`src/rtl/branch_update_unit_pkg.sv`:
```
// Shared types and helpers for the branch update unit.
// PHT index is {ghr, pc[PC_IDX_LEN+1:2]}, so its width is GHR_LEN + PC_IDX_LEN.
package branch_update_unit_pkg;

    localparam int GHR_LEN                 = 5;
    localparam int PC_IDX_LEN              = 5;
    localparam int PATTERN_HISTORY_LEN     = GHR_LEN + PC_IDX_LEN;
    localparam int UPD_QUEUE_DEPTH_DEFAULT = 4;

    // One pending PHT write: target entry and the new 2-bit counter value.
    typedef struct packed {
        logic [PATTERN_HISTORY_LEN-1:0] idx;
        logic [1:0]                     val;
    } pht_upd_t;

    typedef enum logic {
        BU_RUN   = 1'b0,
        BU_FLUSH = 1'b1
    } bu_state_t;

    // 2-bit saturating increment: strongly-taken holds.
    function automatic logic [1:0] sat_inc(input logic [1:0] c);
        return (c == 2'b11) ? 2'b11 : c + 2'd1;
    endfunction

    // 2-bit saturating decrement: strongly-not-taken holds.
    function automatic logic [1:0] sat_dec(input logic [1:0] c);
        return (c == 2'b00) ? 2'b00 : c - 2'd1;
    endfunction

endpackage

```
`src/rtl/branch_update_queue.sv`:
```
// Small FIFO of pending PHT updates. Pointers carry an extra wrap bit so
// full and empty are distinguished without a separate counter.
module branch_update_queue
    import branch_update_unit_pkg::*;
#(
    parameter int DEPTH = UPD_QUEUE_DEPTH_DEFAULT
) (
    input  logic     clk_i,
    input  logic     rst_i,
    input  logic     push_i,
    input  pht_upd_t push_data_i,
    input  logic     pop_i,
    output pht_upd_t head_o,
    output logic     full_o,
    output logic     empty_o
);

    localparam int AW = $clog2(DEPTH);
    localparam logic [AW:0] PTR_ONE = {{AW{1'b0}}, 1'b1};

    logic [AW:0] wr_ptr_q;
    logic [AW:0] rd_ptr_q;
    pht_upd_t    mem_q [DEPTH];

    assign empty_o = (wr_ptr_q == rd_ptr_q);
    assign full_o  = (wr_ptr_q[AW] != rd_ptr_q[AW]) &&
                     (wr_ptr_q[AW-1:0] == rd_ptr_q[AW-1:0]);
    assign head_o  = mem_q[rd_ptr_q[AW-1:0]];

    // Pointer update; a push and a pop in the same cycle leave occupancy unchanged.
    always_ff @(posedge clk_i) begin
        if (rst_i) begin
            wr_ptr_q <= '0;
            rd_ptr_q <= '0;
        end else begin
            if (push_i && !full_o) begin
                wr_ptr_q <= wr_ptr_q + PTR_ONE;
            end
            if (pop_i && !empty_o) begin
                rd_ptr_q <= rd_ptr_q + PTR_ONE;
            end
        end
    end

    // Entry storage; contents are only meaningful between the pointers.
    always_ff @(posedge clk_i) begin
        if (push_i && !full_o) begin
            mem_q[wr_ptr_q[AW-1:0]] <= push_data_i;
        end
    end

endmodule

```
`src/rtl/branch_update_unit.sv`:
```
// Commit-side partner of the gshare predictor: takes resolved branches in
// program order, computes saturating counter updates, queues them for the
// single PHT write port and raises a one-cycle flush on mispredict.
// Optional feature macro: BR_PERF_CTR_EN adds saturating branch/mispredict counters.
module branch_update_unit
    import branch_update_unit_pkg::*;
#(
    parameter int UPD_QUEUE_DEPTH = UPD_QUEUE_DEPTH_DEFAULT
) (
    input  logic                           clk,
    input  logic                           rst,
    input  logic                           commit_valid,
    output logic                           commit_ready,
    input  logic [31:0]                    commit_pc,
    input  logic [31:0]                    commit_target,
    input  logic                           commit_taken,
    input  logic [1:0]                     commit_pred,
    input  logic [PATTERN_HISTORY_LEN-1:0] commit_idx,
    output logic                           branch_write,
    output logic [1:0]                     updated_val,
    output logic [PATTERN_HISTORY_LEN-1:0] control_idx,
    output logic                           flush_out,
    output logic [31:0]                    redirect_pc
`ifdef BR_PERF_CTR_EN
    ,
    output logic [31:0]                    perf_branches,
    output logic [31:0]                    perf_mispredicts
`endif
);

    // Handshake: a commit transfers on a cycle where commit_valid && commit_ready;
    // ready is low during reset, in FLUSH, and whenever the queue is full.

    bu_state_t                      state_q;
    logic                           flush_q;
    logic [31:0]                    redirect_q;

    logic                           last_valid_q;
    logic [PATTERN_HISTORY_LEN-1:0] last_idx_q;
    logic [1:0]                     last_val_q;

    logic                           accept;
    logic                           mispredict;
    logic [1:0]                     base_val;
    logic [1:0]                     upd_val_d;
    pht_upd_t                       push_data;
    pht_upd_t                       q_head;
    logic                           q_full;
    logic                           q_empty;
    logic                           q_pop;

    assign commit_ready = !rst && !q_full && (state_q == BU_RUN);
    assign accept       = commit_valid && commit_ready;
    assign mispredict   = commit_pred[1] ^ commit_taken;

    // New counter value: start from the freshest known value for this entry.
    always_comb begin
        base_val = commit_pred;
        if (last_valid_q && (last_idx_q == commit_idx)) begin
            base_val = last_val_q;
        end
        upd_val_d = commit_taken ? sat_inc(base_val) : sat_dec(base_val);
    end

    assign push_data.idx = commit_idx;
    assign push_data.val = upd_val_d;

    branch_update_queue #(
        .DEPTH (UPD_QUEUE_DEPTH)
    ) u_queue (
        .clk_i       (clk),
        .rst_i       (rst),
        .push_i      (accept),
        .push_data_i (push_data),
        .pop_i       (q_pop),
        .head_o      (q_head),
        .full_o      (q_full),
        .empty_o     (q_empty)
    );

    // Head of queue goes straight to the PHT port; a reset cycle writes nothing.
    assign q_pop        = !q_empty && !rst;
    assign branch_write = !q_pop;
    assign control_idx  = q_pop ? q_head.idx : '0;
    assign updated_val  = q_pop ? q_head.val : 2'b00;

    // Remember the most recent accepted update so back-to-back hits on one entry chain.
    always_ff @(posedge clk) begin
        if (rst) begin
            last_valid_q <= 1'b0;
            last_idx_q   <= '0;
            last_val_q   <= 2'b00;
        end else if (accept) begin
            last_valid_q <= 1'b1;
            last_idx_q   <= commit_idx;
            last_val_q   <= upd_val_d;
        end
    end

    // Control FSM with registered flush pulse and redirect PC.
    always_ff @(posedge clk) begin
        if (rst) begin
            state_q    <= BU_RUN;
            flush_q    <= 1'b0;
            redirect_q <= '0;
        end else begin
            case (state_q)
                BU_RUN: begin
                    if (accept && mispredict) begin
                        state_q    <= BU_FLUSH;
                        flush_q    <= 1'b1;
                        redirect_q <= commit_taken ? commit_target : commit_pc + 32'd4;
                    end else begin
                        flush_q <= 1'b0;
                    end
                end
                BU_FLUSH: begin
                    state_q <= BU_RUN;
                    flush_q <= 1'b0;
                end
                default: begin
                    state_q <= BU_RUN;
                    flush_q <= 1'b0;
                end
            endcase
        end
    end

    assign flush_out   = flush_q;
    assign redirect_pc = redirect_q;

`ifdef BR_PERF_CTR_EN
    logic [31:0] perf_br_q;
    logic [31:0] perf_mis_q;

    // Saturating counts of accepted commits and accepted mispredicts.
    always_ff @(posedge clk) begin
        if (rst) begin
            perf_br_q  <= '0;
            perf_mis_q <= '0;
        end else begin
            if (accept && (perf_br_q != 32'hFFFF_FFFF)) begin
                perf_br_q <= perf_br_q + 32'd1;
            end
            if (accept && mispredict && (perf_mis_q != 32'hFFFF_FFFF)) begin
                perf_mis_q <= perf_mis_q + 32'd1;
            end
        end
    end

    assign perf_branches    = perf_br_q;
    assign perf_mispredicts = perf_mis_q;
`endif

endmodule

```
`config.mk`:
```
export PLATFORM = sky130hd
export DESIGN_NAME = branch_update_unit
export DESIGN_NICKNAME = d
export VERILOG_FILES = /design/src/rtl/branch_update_unit_pkg.sv /design/src/rtl/branch_update_queue.sv /design/src/rtl/branch_update_unit.sv
export SDC_FILE = /design/constraint.sdc
export NUM_CORES = 1
export LEC_CHECK = 0
export ABC_CLOCK_PERIOD_IN_PS = 5100
export BUFFER_PORTS_ARGS = -buffer_cell sky130_fd_sc_hd__buf_2
export CAP_MARGIN = 30
export CORE_MARGIN = 5
export CORE_UTILIZATION = 55
export DETAILED_ROUTE_END_ITERATION = 6
export GPL_TIMING_DRIVEN = 0
export HOLD_SLACK_MARGIN = 0.03
export PLACE_DENSITY_LB_ADDON = 0.08
export SETUP_SLACK_MARGIN = 0.15
export SYNTH_ARGS = -nofsm -noshare
export SYNTH_HDL_FRONTEND = slang
export SYNTH_SLANG_ARGS = --single-unit
```
`constraint.sdc`:
```
create_clock -name clk -period 5.1 [get_ports clk]
set_input_delay 1.02 -clock clk [delete_from_list [all_inputs] [get_ports clk]]
set_output_delay 1.02 -clock clk [all_outputs]
set_load 0.02 [all_outputs]
```
-- Word-level counts from Yosys, hierarchy flattened
Memories as Yosys holds them, arrays and structs flattened. A register that Yosys moved wholly into a read port is not among the register bits.
Index checks and enable logic that the tools add are counted.
- input port bits: 80
- output and inout port bits: 47
- memories kept: 1
- memory bits (writable): 48
- bits in latches: 0
- flip-flop bits (word level): 52
- bits in read-only memories: 0
- divide/modulo/power cells: 0
- multiplexer cells: 13
- reductions and logical operators: 15
- eq/ne operators: 5
- bitwise operators: 2
- $lt $le $gt $ge: 0
- multipliers: 0
- add/subtract/negate cells: 5
- shift-type cells: 0
- memories (name ; depth ; width ; rd ports ; clocked after Yosys merged registers in ; write ports ; RTL line ; text):
    u_queue.mem_q ; 4 ; 12 ; 1 ; 1 ; 1 ; branch_update_queue.sv:23 ; pht_upd_t mem_q [DEPTH];
- operators by type and width (kind ; count):
    adder 32 x 3 -> 32 bit, second input constant ; 1
    2-to-1 mux 32 bit ; 1
    2-to-1 mux 2 bit ; 7
    equality test 10 bit ; 1
    2-to-1 mux 10 bit ; 1
    logical AND 1 bit ; 9
    adder 3 x 1 -> 3 bit, second input constant ; 2
    logical NOT 1 bit ; 4
    equality test 3 bit ; 1
    2-to-1 mux 1 bit ; 3
    adder 2 x 1 -> 2 bit, second input constant ; 1
    equality test 2 bit ; 1
    equality test 2 bit, second input constant ; 1
    logical NOT 2 bit ; 1
    one-hot mux 1 bit (2 select lines) ; 1
    AND reduction 2 bit ; 1
    subtractor 2 x 1 -> 2 bit, second input constant ; 1
    != test 1 bit ; 1
    inverter 1 bit ; 1
    bitwise XOR 1 bit ; 1

-- Longest topological paths before layout
- depth after elaboration: 9
- depth in mapped cells: 8
- depth with buffers taken out: 6

-- Modules after synthesis
Synthesis repeated with hierarchy kept, for this count alone.
- cells, all modules: 489
- area, all modules: 5049.8 um^2
- by module, submodules not included (module ; cells an instance ; times used ; area each (um^2) ; sequential area each (um^2)):
    branch_update_unit ; 359 ; 1 ; 2747.6 ; 920.9
    branch_update_queue ; 130 ; 1 ; 2302.2 ; 1601.5

-- Worst setup path after synthesis
No wires, ideal clock.
- path kind: in2out
- start: in rst
- end: out commit_ready
- path buffers: 2
- setup slack: 2.169 ns
- cell stages on the path: 3
- data arrival time: 1.911 ns
- data required time: 4.080 ns
- path through: buf_2 buf_1 nor3_1
- longest elaborated chain between the ends: 3
- RTL lines (element ; RTL line ; text):
    start, declared ; branch_update_unit.sv:11 ; input logic rst,
    logical NOT 1 bit ; branch_update_unit.sv:52 ; assign commit_ready = !rst && !q_full && (state_q == BU_RUN);
    logical AND 1 bit (2 in a row) ; branch_update_unit.sv:52 ;
    end, declared ; branch_update_unit.sv:13 ; output logic commit_ready,
No other way between the ends.

-- Final worst setup path
- start: in rst
- end: out control_idx[6]
- longest elaborated chain between the ends: 3
- RTL lines (element ; RTL line ; text):
    logical NOT 1 bit ; branch_update_unit.sv:82 ; assign q_pop = !q_empty && !rst;
    logical AND 1 bit ; branch_update_unit.sv:82 ;
    2-to-1 mux 10 bit ; branch_update_unit.sv:84 ; assign control_idx = q_pop ? q_head.idx : '0;
    end, declared ; branch_update_unit.sv:21 ; output logic [PATTERN_HISTORY_LEN-1:0] control_idx,
No other way between the ends.

==> results.txt <==
- The run finished with clean final reports.
* Die extent in x: 104 um
- The floorplan step defined a core boundary enclosing 8720 um2.
* Post-cts resize count: 0
* Post-layout minimum cycle time: 3.19 ns
- First-pass GRT wire length: 18.7 mm
* Count of flip-flops with a built-in enable after synthesis: 48
* # IOs: 127
- Along the worst hold path, the cell count comes to 2.
- The number of pins exceeding their max-slew limit in the final report is 0.
- The number of cells on the worst reg-to-reg path is 4.
* Part of the Yosys area used for sequential elements: 0.514
- GRT Resource Usage Total: 0.217
* Share of the clock period used by the worst path after layout: 0.625
- Worst EP required: 4.08 ns
- From synthesis to final layout, the design area changed by 20.0%.
* Port Buf Inserts: 125
- Number of clock buffers inserted by TritonCTS: 9
* Pwr Density: 338 nW/um2
- Counting the fill cells in the layout gives 703.
- Clock-pin slew was measured on the worst setup and hold paths at 0.10 ns.
* Cell-internal power: 1.41 mW
- Number of antenna violations at the first check in global routing: 0
- Of the total power, the share spent switching nets is 0.293.
* Setup repair after global routing missed its margin: false
* Sequential cell area: 2520 um2
- Final setup violation count: 0
* Clock network power share: 0.285
- After clock tree synthesis, the setup repair step added 0 buffers.
- Rel. slew slack: 0.539
- Maximum number of pins on one net before global-route repair: 18
* Syn Std Cell Area: 4910 um2
- Summed over all layers, the global routing overflow is 0.
- In this run the number of H-tree levels came out at 3.
- Netlist cell types: 53
- In the routed design, unresolved DRC markers number 0.
- Net switching component of the power: 585 uW
- Number of buffers on the longest clock path: 2
- At the later pin of the worst-skew pair, clock insertion delay measures 0.36 ns.
- Final number of hold-violating endpoints: 0
- Fraction of registers with async set/reset: 0
* Final WL: 12.0 mm
- A synthesized cell averages 11.2 um2.
- For this configuration, the core starts out at a cell density of 0.563.
- Total design power: 1.99 mW
* Yosys warnings: 0
- STA classifies the critical path endpoint as a primary output.
- Post-synthesis instance total: 438
- Clock tree synthesis found a total of 102 sinks.
* CTS Hold Buffers Added: 0
- Worst hold margin: 0.450 ns
* Remaining antenna violation count: 0
- Number of iterations in the first detailed-routing pass: 4
- Prevailing post-synth register cell: sky130_fd_sc_hd__dfxtp_1
* Number of core rows: 34
- Dividing the detail-routed wire length by the instance count gives 17.5 um.
* Post-Syn Nets: 524
- STA classifies the critical path startpoint as a primary input.
- The die is 104 um tall.
- TritonCTS built the clock tree.
- Of the total power, combinational logic draws 0.246.
- Routability-driven placement finished with a final weighted congestion of 0.841.
* Detailed placement HPWL: 8.95 mm
* Post-Place Cell Area: 5670 um2
* Mean number of vias per cell: 5.59
- Kind of critical path: primary input to primary output
* Worst-path fanout max: 10
- Combined area of the multi-input logic cells: 2220 um2
- STA puts the critical path data arrival time at 2.17 ns.
- The finished cells cover 5890 um2.
* Initial DRC Count: 166
- Sequential cell fraction of total power: 0.469
* Kind of path behind the tightest hold check: register to register
- Clock root cell: sky130_fd_sc_hd__clkbuf_8
* Setup total negative slack: 0 ns
- The via count of the first global-routing pass was 3662.
- The tool flagged a number of max-cap violations equal to 0.
- Area of the die: 10900 um2
* Total via count in the routed design: 3839
- #FFs+latches synth: 102
- Maximum clock frequency: 314 MHz
- Max VDD drop: 0.198 mV
- Static leakage power: 2.36 nW
* Number of nets in the layout: 660
- Antenna cells: 0
- Layout cells sized above 1: 0.306
- For the pin with the worst max-slew slack, the measured transition is 0.691 ns.
* Maximum clock skew at final layout: 0.0108 ns
==> layer usage <==
metal	track usage	vias to the layer above	part of all wire
li1	-	1875	-
met5	0	-	0
met4	0.0574	0	0.014
met3	0.0478	14	0.061
met1	0.313	1828	0.46
met2	0.332	122	0.47
==> metrics by stage <==
step	setup slack, ns	utilization	cells
after CTS	1.86	0.675	687
after global routing	1.76	0.675	687
final	1.91	0.675	687
after floorplan	2.17	-	438
after global placement	1.92	0.650	671
after detailed placement	1.86	0.650	671
==> synthesized netlist by cell type (all sizes together), types with 9 or more instances <==
| library cell | number | area (um2) |
|---|---|---|
| dfxtp | 54 | 1080 |
| edfxtp | 48 | 1440 |
| nor2 | 37 | 139 |
| nand2 | 31 | 119 |
| xnor2 | 22 | 193 |
| xor2 | 21 | 184 |
| mux2i | 19 | 190 |
| a21oi | 17 | 85.1 |
| o21ai | 17 | 85.1 |
| clkbuf | 14 | 52.6 |
| and3 | 13 | 86.3 |
| nand4 | 13 | 109 |
| mux4 | 12 | 270 |
| nand3 | 12 | 60.1 |
| buf | 11 | 70.1 |
| inv | 11 | 41.3 |
| nor3 | 10 | 50.1 |
| o211ai | 10 | 75.1 |
| nand2b | 9 | 56.3 |
==> area by class of cell <==
| cell class | count | share of cell area |
|---|---|---|
| Multi-Input combinational cell | 300 | 0.377 |
| Buffer | 25 | 0.0208 |
| Clock buffer | 12 | 0.0246 |
| Inverter | 11 | 0.00701 |
| Timing Repair Buffer | 125 | 0.106 |
| Tap cell | 108 | 0.0229 |
| Sequential cell | 102 | 0.428 |
| Clock inverter | 4 | 0.0132 |
==> power by group through the flow <==
stage	Combinational, mW	Clock [mW]	Sequential, mW
2_1_floorplan	0.311	0	0.970
3_3_place_gp	0.484	0	0.952
3_5_place_dp	0.494	0	0.954
4_1_cts	0.495	0.576	0.936
5_1_grt	0.536	0.614	0.942
6_report	0.490	0.568	0.935
==> logic make-up (layout without fill, tap and decap cells) <==
kind of cell | count (synthesis) | count (layout) | share of synthesized area
muxes | 33 | 33 | 0.0984
AOI/OAI and AO/OA | 69 | 69 | 0.0944
DFF | 102 | 102 | 0.514
adders and majority gates | 8 | 8 | 0.0194
xor gates and xnor gates | 43 | 43 | 0.0768
buffers and inverters | 36 | 177 | 0.0334
and+or+nand+nor | 147 | 147 | 0.163
==> registers in the layout, summed over array words and instances (netlist names), named ones only <==
signal	flops
flush_out	1
last_idx_q	10
last_val_q	2
last_valid_q	1
redirect_pc	32
u_queue.mem_q	48
u_queue.rd_ptr_q	3
u_queue.wr_ptr_q	3
==> placed cells by master, fill, tap and decap left out, drive strengths merged, types with 6 or more instances in the layout <==
cell type / instances
and2: 7
nand2b: 9
xnor2: 22
inv: 13
o21ai: 17
buf: 136
ha: 6
a32oi: 6
o211ai: 10
clkbuf: 26
edfxtp: 48
nor4: 6
nor2: 37
mux2i: 19
dfxtp: 54
xor2: 21
nand3: 12
a21oi: 17
nand4: 13
nand2: 31
mux4: 12
nor3: 10
and3: 13
==> worst max-delay path: stages <==
cell and delay, ns:
sky130_fd_sc_hd__buf_2 0.15, sky130_fd_sc_hd__inv_1 0.15, sky130_fd_sc_hd__clkbuf_1 0.44, sky130_fd_sc_hd__and3_1 0.24
sky130_fd_sc_hd__buf_2 0.16
==> path summary, 6_finish.rpt <==
kind / slack [ns] / startpoint / to
setup / recovery: 1.91 / rst / control_idx[6]
hold / removal: 0.45 / redirect_pc[28] / redirect_pc[28]
setup reg to reg: 2.86 / flush_out / u_queue.mem_q[2][4]
hold reg to reg: 0.45 / redirect_pc[28] / redirect_pc[28]
Note: power is estimated with default switching activity, not from simulation.
